### src/rtl/w_addr_sequencer_pkg.sv
// Shared FFT definitions: helper clog2, stage-ordering modes and
// sequencer state encoding.
package w_addr_sequencer_pkg;

    function automatic int clog2(input int v);
        int r;
        r = 0;
        while ((1 << r) < v) r++;
        return r;
    endfunction

    localparam bit MODE_DIT = 1'b0;
    localparam bit MODE_DIF = 1'b1;

    localparam logic [1:0] ST_IDLE = 2'd0;
    localparam logic [1:0] ST_RUN  = 2'd1;
    localparam logic [1:0] ST_FIN  = 2'd2;

    typedef enum logic [1:0] {
        IDLE = ST_IDLE,
        RUN  = ST_RUN,
        FIN  = ST_FIN
    } seq_state_e;

endpackage

### src/rtl/w_addr_sequencer_fft_stage_counter.sv
// Butterfly/stage counter pair for an iterative radix-2 FFT:
// b runs 0..N/2-1, then wraps and advances s; s wraps after N_LOG2-1.
module w_addr_sequencer_fft_stage_counter #(
    parameter int N_LOG2 = 6,
    parameter int SW     = 3
) (
    input  logic              clk,
    input  logic              rst_n,
    input  logic              clr_i,
    input  logic              en_i,
    output logic [N_LOG2-2:0] b_o,
    output logic [SW-1:0]     s_o,
    output logic              last_bf_o
);

    logic [N_LOG2-2:0] b_q;
    logic [SW-1:0]     s_q;
    logic              s_last;

    assign last_bf_o = &b_q;
    assign s_last    = (s_q == SW'(N_LOG2 - 1));
    assign b_o       = b_q;
    assign s_o       = s_q;

    always_ff @(posedge clk or negedge rst_n) begin
        if (!rst_n) begin
            b_q <= '0;
            s_q <= '0;
        end else if (clr_i) begin
            b_q <= '0;
            s_q <= '0;
        end else if (en_i) begin
            if (last_bf_o) begin
                b_q <= '0;
                s_q <= s_last ? '0 : s_q + 1'b1;
            end else begin
                b_q <= b_q + 1'b1;
            end
        end
    end

endmodule

### src/rtl/w_addr_sequencer.sv
// Self-sequencing twiddle-address generator for the radix-2 FFT core,
// DIT/DIF ordering, forward/inverse, valid/ready paced output.
module w_addr_sequencer
    import w_addr_sequencer_pkg::*;
#(
    parameter int N_LOG2 = 6,
    parameter bit DIF    = 1'b0,
    parameter int AWL    = N_LOG2 - 1
) (
    input  logic                       CLK,
    input  logic                       RST,
    input  logic                       i_START,
    input  logic                       i_INV,
    input  logic                       i_CLR,
    input  logic                       i_READY,
    output logic                       o_VALID,
    output logic [AWL-1:0]             o_W_ADDR,
    output logic                       o_CONJ,
    output logic [clog2(N_LOG2)-1:0]   o_STAGE,
    output logic                       o_LAST_BF,
    output logic                       o_BUSY,
    output logic                       o_DONE
);

    localparam int SW = clog2(N_LOG2);

    seq_state_e         state_q;
    logic               inv_q;
    logic [AWL-1:0]     cnt_b;
    logic [SW-1:0]      cnt_s;
    logic               cnt_last_bf;
    logic               final_beat;
    logic               start_acc;
    logic               step;
    logic               load;
    logic [AWL-1:0]     k_d;
    int                 mw;
    int                 sh;
    int                 kw;

    // The counter always points at the next beat to present, so a
    // load copies it into the output registers and advances it.
    w_addr_sequencer_fft_stage_counter #(
        .N_LOG2 (N_LOG2),
        .SW     (SW)
    ) u_cnt (
        .clk       (CLK),
        .rst_n     (RST),
        .clr_i     (i_CLR),
        .en_i      (load),
        .b_o       (cnt_b),
        .s_o       (cnt_s),
        .last_bf_o (cnt_last_bf)
    );

    assign final_beat = o_LAST_BF && (o_STAGE == SW'(N_LOG2 - 1));
    assign start_acc  = (state_q != RUN) && i_START && !i_CLR;
    assign step       = (state_q == RUN) && i_READY && !final_beat && !i_CLR;
    assign load       = start_acc || step;

    always_comb begin
        mw = 0;
        sh = 0;
        if (DIF == MODE_DIF) begin
            mw = AWL - int'(cnt_s);
            sh = int'(cnt_s);
        end else begin
            mw = int'(cnt_s);
            sh = AWL - int'(cnt_s);
        end
        kw  = (int'(cnt_b) & ((1 << mw) - 1)) << sh;
        k_d = AWL'(kw);
    end

    always_ff @(posedge CLK or negedge RST) begin
        if (!RST) begin
            state_q   <= IDLE;
            inv_q     <= 1'b0;
            o_VALID   <= 1'b0;
            o_W_ADDR  <= '0;
            o_CONJ    <= 1'b0;
            o_STAGE   <= '0;
            o_LAST_BF <= 1'b0;
            o_BUSY    <= 1'b0;
            o_DONE    <= 1'b0;
        end else if (i_CLR) begin
            state_q   <= IDLE;
            o_VALID   <= 1'b0;
            o_W_ADDR  <= '0;
            o_STAGE   <= '0;
            o_LAST_BF <= 1'b0;
            o_BUSY    <= 1'b0;
            o_DONE    <= 1'b0;
        end else begin
            unique case (state_q)
                IDLE, FIN: begin
                    o_DONE <= 1'b0;
                    if (i_START) begin
                        state_q   <= RUN;
                        inv_q     <= i_INV;
                        o_VALID   <= 1'b1;
                        o_BUSY    <= 1'b1;
                        o_W_ADDR  <= k_d;
                        o_CONJ    <= i_INV;
                        o_STAGE   <= cnt_s;
                        o_LAST_BF <= cnt_last_bf;
                    end else begin
                        state_q <= IDLE;
                        o_VALID <= 1'b0;
                        o_BUSY  <= 1'b0;
                    end
                end
                RUN: begin
                    if (i_READY) begin
                        if (final_beat) begin
                            state_q <= FIN;
                            o_VALID <= 1'b0;
                            o_BUSY  <= 1'b0;
                            o_DONE  <= 1'b1;
                        end else begin
                            o_W_ADDR  <= k_d;
                            o_CONJ    <= inv_q;
                            o_STAGE   <= cnt_s;
                            o_LAST_BF <= cnt_last_bf;
                        end
                    end
                end
                default: begin
                    state_q <= IDLE;
                    o_VALID <= 1'b0;
                    o_BUSY  <= 1'b0;
                    o_DONE  <= 1'b0;
                end
            endcase
        end
    end

endmodule

### config.mk
export PLATFORM = sky130hd
export DESIGN_NAME = w_addr_sequencer
export DESIGN_NICKNAME = d
export VERILOG_FILES = /design/src/rtl/w_addr_sequencer_pkg.sv /design/src/rtl/w_addr_sequencer_fft_stage_counter.sv /design/src/rtl/w_addr_sequencer.sv
export SDC_FILE = /design/constraint.sdc
export NUM_CORES = 1
export LEC_CHECK = 0
export BUFFER_PORTS_ARGS = -buffer_cell sky130_fd_sc_hd__buf_2
export CAP_MARGIN = 20
export CORE_ASPECT_RATIO = 1.4
export CORE_MARGIN = 5
export CORE_UTILIZATION = 29
export CTS_BUF_LIST = sky130_fd_sc_hd__clkbuf_8
export CTS_CLUSTER_DIAMETER = 200
export DETAILED_ROUTE_END_ITERATION = 10
export MAX_ROUTING_LAYER = met4
export PLACE_DENSITY = 0.48
export RECOVER_POWER = 25
export SETUP_SLACK_MARGIN = 0.3
export SLEW_MARGIN = 20
export SYNTH_ARGS = -nofsm -noshare
export SYNTH_HDL_FRONTEND = slang
export SYNTH_SLANG_ARGS = --single-unit
### constraint.sdc
create_clock -name CLK -period 2.4 [get_ports CLK]
set_clock_uncertainty 0.15 [all_clocks]
set_input_delay 0.24 -clock CLK [delete_from_list [all_inputs] [get_ports CLK]]
set_output_delay 0.24 -clock CLK [all_outputs]
set_load 0.005 [all_outputs]
After elaboration in Yosys (flattened, before gate mapping) --
Cells that the tools add are included. Widths: inputs -> output; s select.
Operators by class: equal/unequal tests 12, $add $sub $neg 4, shift operators 2, bitwise operators 2, reductions and logical operators 21, magnitude comparators 0, div/mod/pow operators 0, multiplexer cells 40, multiply operators 0
Operator list (number):
- $mux 5 | 7
- $and 6x32->32 | 1
- $shl 1x3->32 const A | 1
- $shl 32x32->5 | 1
- $sub 32x2->32 const B | 1
- $mux 3 | 8
- $mux 1 | 16
- $ne 3x3->1 const B | 4
- $pmux 5 s2 | 1
- $reduce_and 5->1 | 2
- $eq 3x3->1 const B | 2
- $logic_and 1x1->1 | 6
- $mux 2 | 3
- $ne 2x2->1 const B | 3
- $pmux 1 s2 | 3
- $pmux 3 s2 | 1
- $reduce_bool 2->1 | 3
- $add 5x1->5 const B | 1
- $pmux 2 s2 | 1
- $reduce_and 2->1 | 2
- $reduce_and 4->1 | 1
- $sub 3x3->4 const A | 1
- $add 3x1->3 const B | 1
- $reduce_and 3->1 | 1
- other kinds (9) | 10
Word-level totals: bits in latches 0, register bits 23, input port bits 6, word-level logic and storage cells 91, RAM bits 0, memories 0, bits in read-only memories 0

Logic depth before layout (Yosys ltp) --
word-level depth 8, gate-level depth with buffers 10, gate-level depth less buffers 9

Cells and area by module --
Synthesis repeated with hierarchy kept, for this count alone.
Unflattened totals: cell total of the unflattened synthesis 128, area total of the unflattened synthesis 1214.9 sq um
Modules (own cells, without submodules):
- w_addr_sequencer | area each 815.8 sq um, cells each 89, times used 1
- w_addr_sequencer_fft_stage_counter | area each 399.1 sq um, cells each 39, times used 1

Worst setup path after synthesis --
Ideal clock, no wire load.
kind register to register, start point reg u_cnt.s_q[0] (netlist: u_cnt.s_o[0]), end point reg o_W_ADDR[4], path buffers 1, data required time 2108 ps, setup slack 117 ps, stages on the path, launching flop included 10, data arrival time 1991 ps, cell sequence dfrtp_1 -> buf_2 -> inv_1 -> ha_1 -> nand2b_1 -> ha_1 -> xor2_1 -> and4_1 -> a2111oi_0 -> o32ai_1
On the way: cells in the longest elaborated chain, start to end 8
RTL lines:
- start: declaration | RTL line w_addr_sequencer_fft_stage_counter.sv:17 | logic [SW-1:0] s_q;
- start signal: assignment | RTL line w_addr_sequencer_fft_stage_counter.sv:35 | s_q <= s_last ? '0 : s_q + 1'b1;
- $shl 1x3->32 | RTL line w_addr_sequencer.sv:71 | kw = (int'(cnt_b) & ((1 << mw) - 1)) << sh;
- $sub 32x2->32 | RTL line w_addr_sequencer.sv:71
- $and 6x32->32 | RTL line w_addr_sequencer.sv:71
- $shl 32x32->5 (*) | RTL line w_addr_sequencer.sv:71
- $mux 5 | RTL line w_addr_sequencer.sv:115 | if (final_beat) begin
- $mux 5 | RTL line w_addr_sequencer.sv:114 | if (i_READY) begin
- $pmux 5 s2 (*) | RTL line w_addr_sequencer.sv:95 | unique case (state_q)
- $mux 5 (*) | RTL line w_addr_sequencer.sv:86 | end else if (i_CLR) begin
- end signal: assignment | RTL line w_addr_sequencer.sv:103 | o_W_ADDR <= k_d;
- end signal: assignment | RTL line w_addr_sequencer.sv:121 | o_W_ADDR <= k_d;
- end: declaration | RTL line w_addr_sequencer.sv:17 | output logic [AWL-1:0] o_W_ADDR,
Mark *: on every way between the ends. The rest lies on a longest branch, timed or not. The select of a mux whose other input is x is not followed. A chain may end at the register's enable or synchronous reset.

Worst setup path after layout --
Same ends and word-level chain as after synthesis.

==> run metrics <==
number of synthesis warnings 0; height of the chip 90.6 um; post-layout net count 185; final critical-path required period 2.12 ns; Crit path buffers/inverters 1; overall via count from detail_route 1155; final setup fails 0; Crit. End Element register; standby leakage power 0.000778 uW; number of sinks handled by clock tree synthesis 22; area after detailed placement 1530 um2; timing-limited maximum frequency 471 MHz; number of primary I/O pins 19; Final Cycle Share 88.4%; flip-flop and latch count after synthesis 22; cell depth of the worst hold path 2; Total GRT Usage 12.0%; dpl hpwl 2480 um; hold slack final 0.0738 ns; most numerous cell types in the synthesized netlist 22 x sky130_fd_sc_hd__dfrtp_1, 14 x sky130_fd_sc_hd__nor2_1, 10 x sky130_fd_sc_hd__ha_1, 10 x sky130_fd_sc_hd__nand2_1, 9 x sky130_fd_sc_hd__a21oi_1; maximum number of pins on one net before global-route repair 23; reg-to-reg critical path startpoint u_cnt.s_o[0]; number of maximum-capacitance violations 0; Clock Pin Slew Worst Setup and Hold Paths 0.08 ns; setup repair after global routing missed its margin yes; library cells used by synthesis 42; area added between synthesis and finish 31.9%; FP Rows 29; path category of the worst min-delay check input pin to register; CP max stage delay 0.47 ns; Crit Path Category register to register; crit-path leading delay family compound AO/OA/AOI/OAI gates; die width 67.6 um; data required time of the critical path 2.42 ns; number of pins with negative max-slew slack in the final report 0; CP Data Arrival Time 2.14 ns; final weighted congestion in routability-driven placement 0.818; part of the Yosys area used for sequential elements 40.9%; Initial Util 29.7%; register-to-register path setup slack 0.28 ns; vias per std cell 5.02; most common cell in the synthesized netlist sky130_fd_sc_hd__dfrtp_1; total nets after synthesis 153; final design utilization 39.1%; number of flops mapped to enable cells by yosys 0; Num CTS Buffers 3; final-layout fill cell count 461; fraction of registers with async set/reset 100%; Peak VDD IR 0.360 mV; ANT cells 0; worst reg2reg path endpoint o_W_ADDR[4]; Critical Path Most Common Cell sky130_fd_sc_hd__ha_2; cell taking the most area after synthesis sky130_fd_sc_hd__dfrtp_1; maximum count of clock buffers along a single path 2; cell types occupying the most area after synthesis sky130_fd_sc_hd__dfrtp_1 41%, sky130_fd_sc_hd__ha_1 9.3%, sky130_fd_sc_hd__mux2i_1 5.2%; antenna violations before repair 0; vias in the first global route 1179; sum of routed wire length over all layers 3390 um; slowest stage cell on the critical path sky130_fd_sc_hd__dfrtp_2; ordered list of cells on the worst path buf_6 > ha_2 > ha_2 > nand2b_4 > a211o_1 > a221oi_2 > a2111oi_4 > o32ai_1; transition time at the pin with the least slew margin 1.25 ns; hold endpoint inv_q; first-pass GRT wire length 5580 um; per-cell routed wire length 14.7 um; source of the worst hold timing path i_INV; Fin Setup TNS 0 ns; violation count after the first detailed-route iteration 20; worst setup slack after placement 0.123 ns; worst slew margin relative to its limit 16.5%; setup slack of the critical path after layout 0.278 ns; final std cell area, no fill 1780 um2; cell chosen for the clock root sky130_fd_sc_hd__clkbuf_8; area inside the core boundary 4540 um2; post-synthesis cell area 1350 um2; port buffer count 18; fraction of synthesized cell area taken by the top area cell type 40.9%; startpoint types register; die footprint 6120 um2; fraction of layout instances using a drive strength above 1 35.1%; Clock Latency Late Sink 0.27 ns; Hold Violations, Final 0; Most used DFF post-synth sky130_fd_sc_hd__dfrtp_1; top fanout value on the critical path 4; Max H-tree Level 1; clock tree from TritonCTS yes; number of DRC violations after detailed routing 0; per-instance average area after synthesis 9.83 um2; Cells after Synth 137; post-route antenna net violation count 0; run status finished clean; Pre-antenna DRT Iters 4; worst r2r path cells 8; Pwr per Cell Area 424 nW/um2; grt total ovfl 0
flip-flops by register name (all words and copies together), names as in the netlist:
name / flops
state_q: 2
o_CONJ: 1
o_DONE: 1
o_STAGE: 3
inv_q: 1
o_W_ADDR: 5
o_LAST_BF: 1
u_cnt.s_o: 3
u_cnt.b_o: 5
how the worst max path moves through the flow:
stage	start	end	slack, ns	depth (start not counted)
floorplan	u_cnt.s_o[0]	o_W_ADDR[4]	0.31	9
global placement	u_cnt.s_o[0]	o_W_ADDR[4]	0.23	9
detailed placement	u_cnt.s_o[0]	o_W_ADDR[4]	0.12	9
CTS	u_cnt.s_o[1]	o_W_ADDR[4]	0.27	8
global route	u_cnt.s_o[0]	o_W_ADDR[4]	0.23	9
finish	u_cnt.s_o[0]	o_W_ADDR[4]	0.28	8
per-layer routing:
| metal | part of all wire [%] | GRT usage [%] | routed length (um) |
|---|---|---|---|
| met5 | 0 | - | 0 |
| met4 | 2.4 | 4.74 | 80 |
| met3 | 2.3 | 1.62 | 78 |
| met2 | 55 | 20.9 | 1860 |
| met1 | 41 | 13.4 | 1370 |
metrics by stage:
stage	instances	power [uW]
6_report	230	754
3_3_place_gp	213	488
3_5_place_dp	213	491
5_1_grt	230	798
2_1_floorplan	137	457
4_1_cts	219	765
what timing repair did:
action,in CTS,in global routing
pin swaps,4,10
gates resized for setup,5,16
buffers inserted,1,11
hold endpoints to repair,22,0
endpoints found under the setup margin,4,7
hold buffers,1,0
placed cells by master (no fill, tap or decap), types with 4 or more instances in the layout:
master                     Yosys  final
sky130_fd_sc_hd__nand3_1       5      5
sky130_fd_sc_hd__dfrtp_2       0      4
sky130_fd_sc_hd__ha_1         10      4
sky130_fd_sc_hd__buf_4         1     12
sky130_fd_sc_hd__mux2i_1       7      7
sky130_fd_sc_hd__nand2_1      10      9
sky130_fd_sc_hd__nor2_1       14     14
sky130_fd_sc_hd__a21oi_1       9      9
sky130_fd_sc_hd__clkbuf_8      0      4
sky130_fd_sc_hd__buf_2         1     17
sky130_fd_sc_hd__dfrtp_1      22     18
power breakdown:
part / leakage, uW / switching [uW] / internal (uW)
registers: 0.000294 / 15.0 / 384
clock network: 0.0000288 / 123 / 146
logic: 0.000456 / 50.1 / 34.8
layout make-up:
| cell class | count | area [um2] | share of cell area, % |
|---|---|---|---|
| clock buffers | 4 | 55.1 | 3.10 |
| inverters | 5 | 23.8 | 1.34 |
| multi-input cells | 104 | 852 | 48.0 |
| flip-flops and latches | 22 | 556 | 31.3 |
| well taps | 62 | 77.6 | 4.37 |
| repair buffers | 33 | 211 | 11.9 |
kinds of logic after synthesis:
| logic type | after synthesis | synth area share (%) |
|---|---|---|
| compound gates | 28 | 16.1 |
| xor+xnor | 4 | 2.60 |
| fa+ha+maj | 10 | 9.29 |
| buf+inv | 11 | 4.00 |
| flops | 22 | 40.9 |
| mux | 8 | 6.04 |
| simple gates | 54 | 21.1 |
No activity file was read; power rests on OpenSTA's default activity.
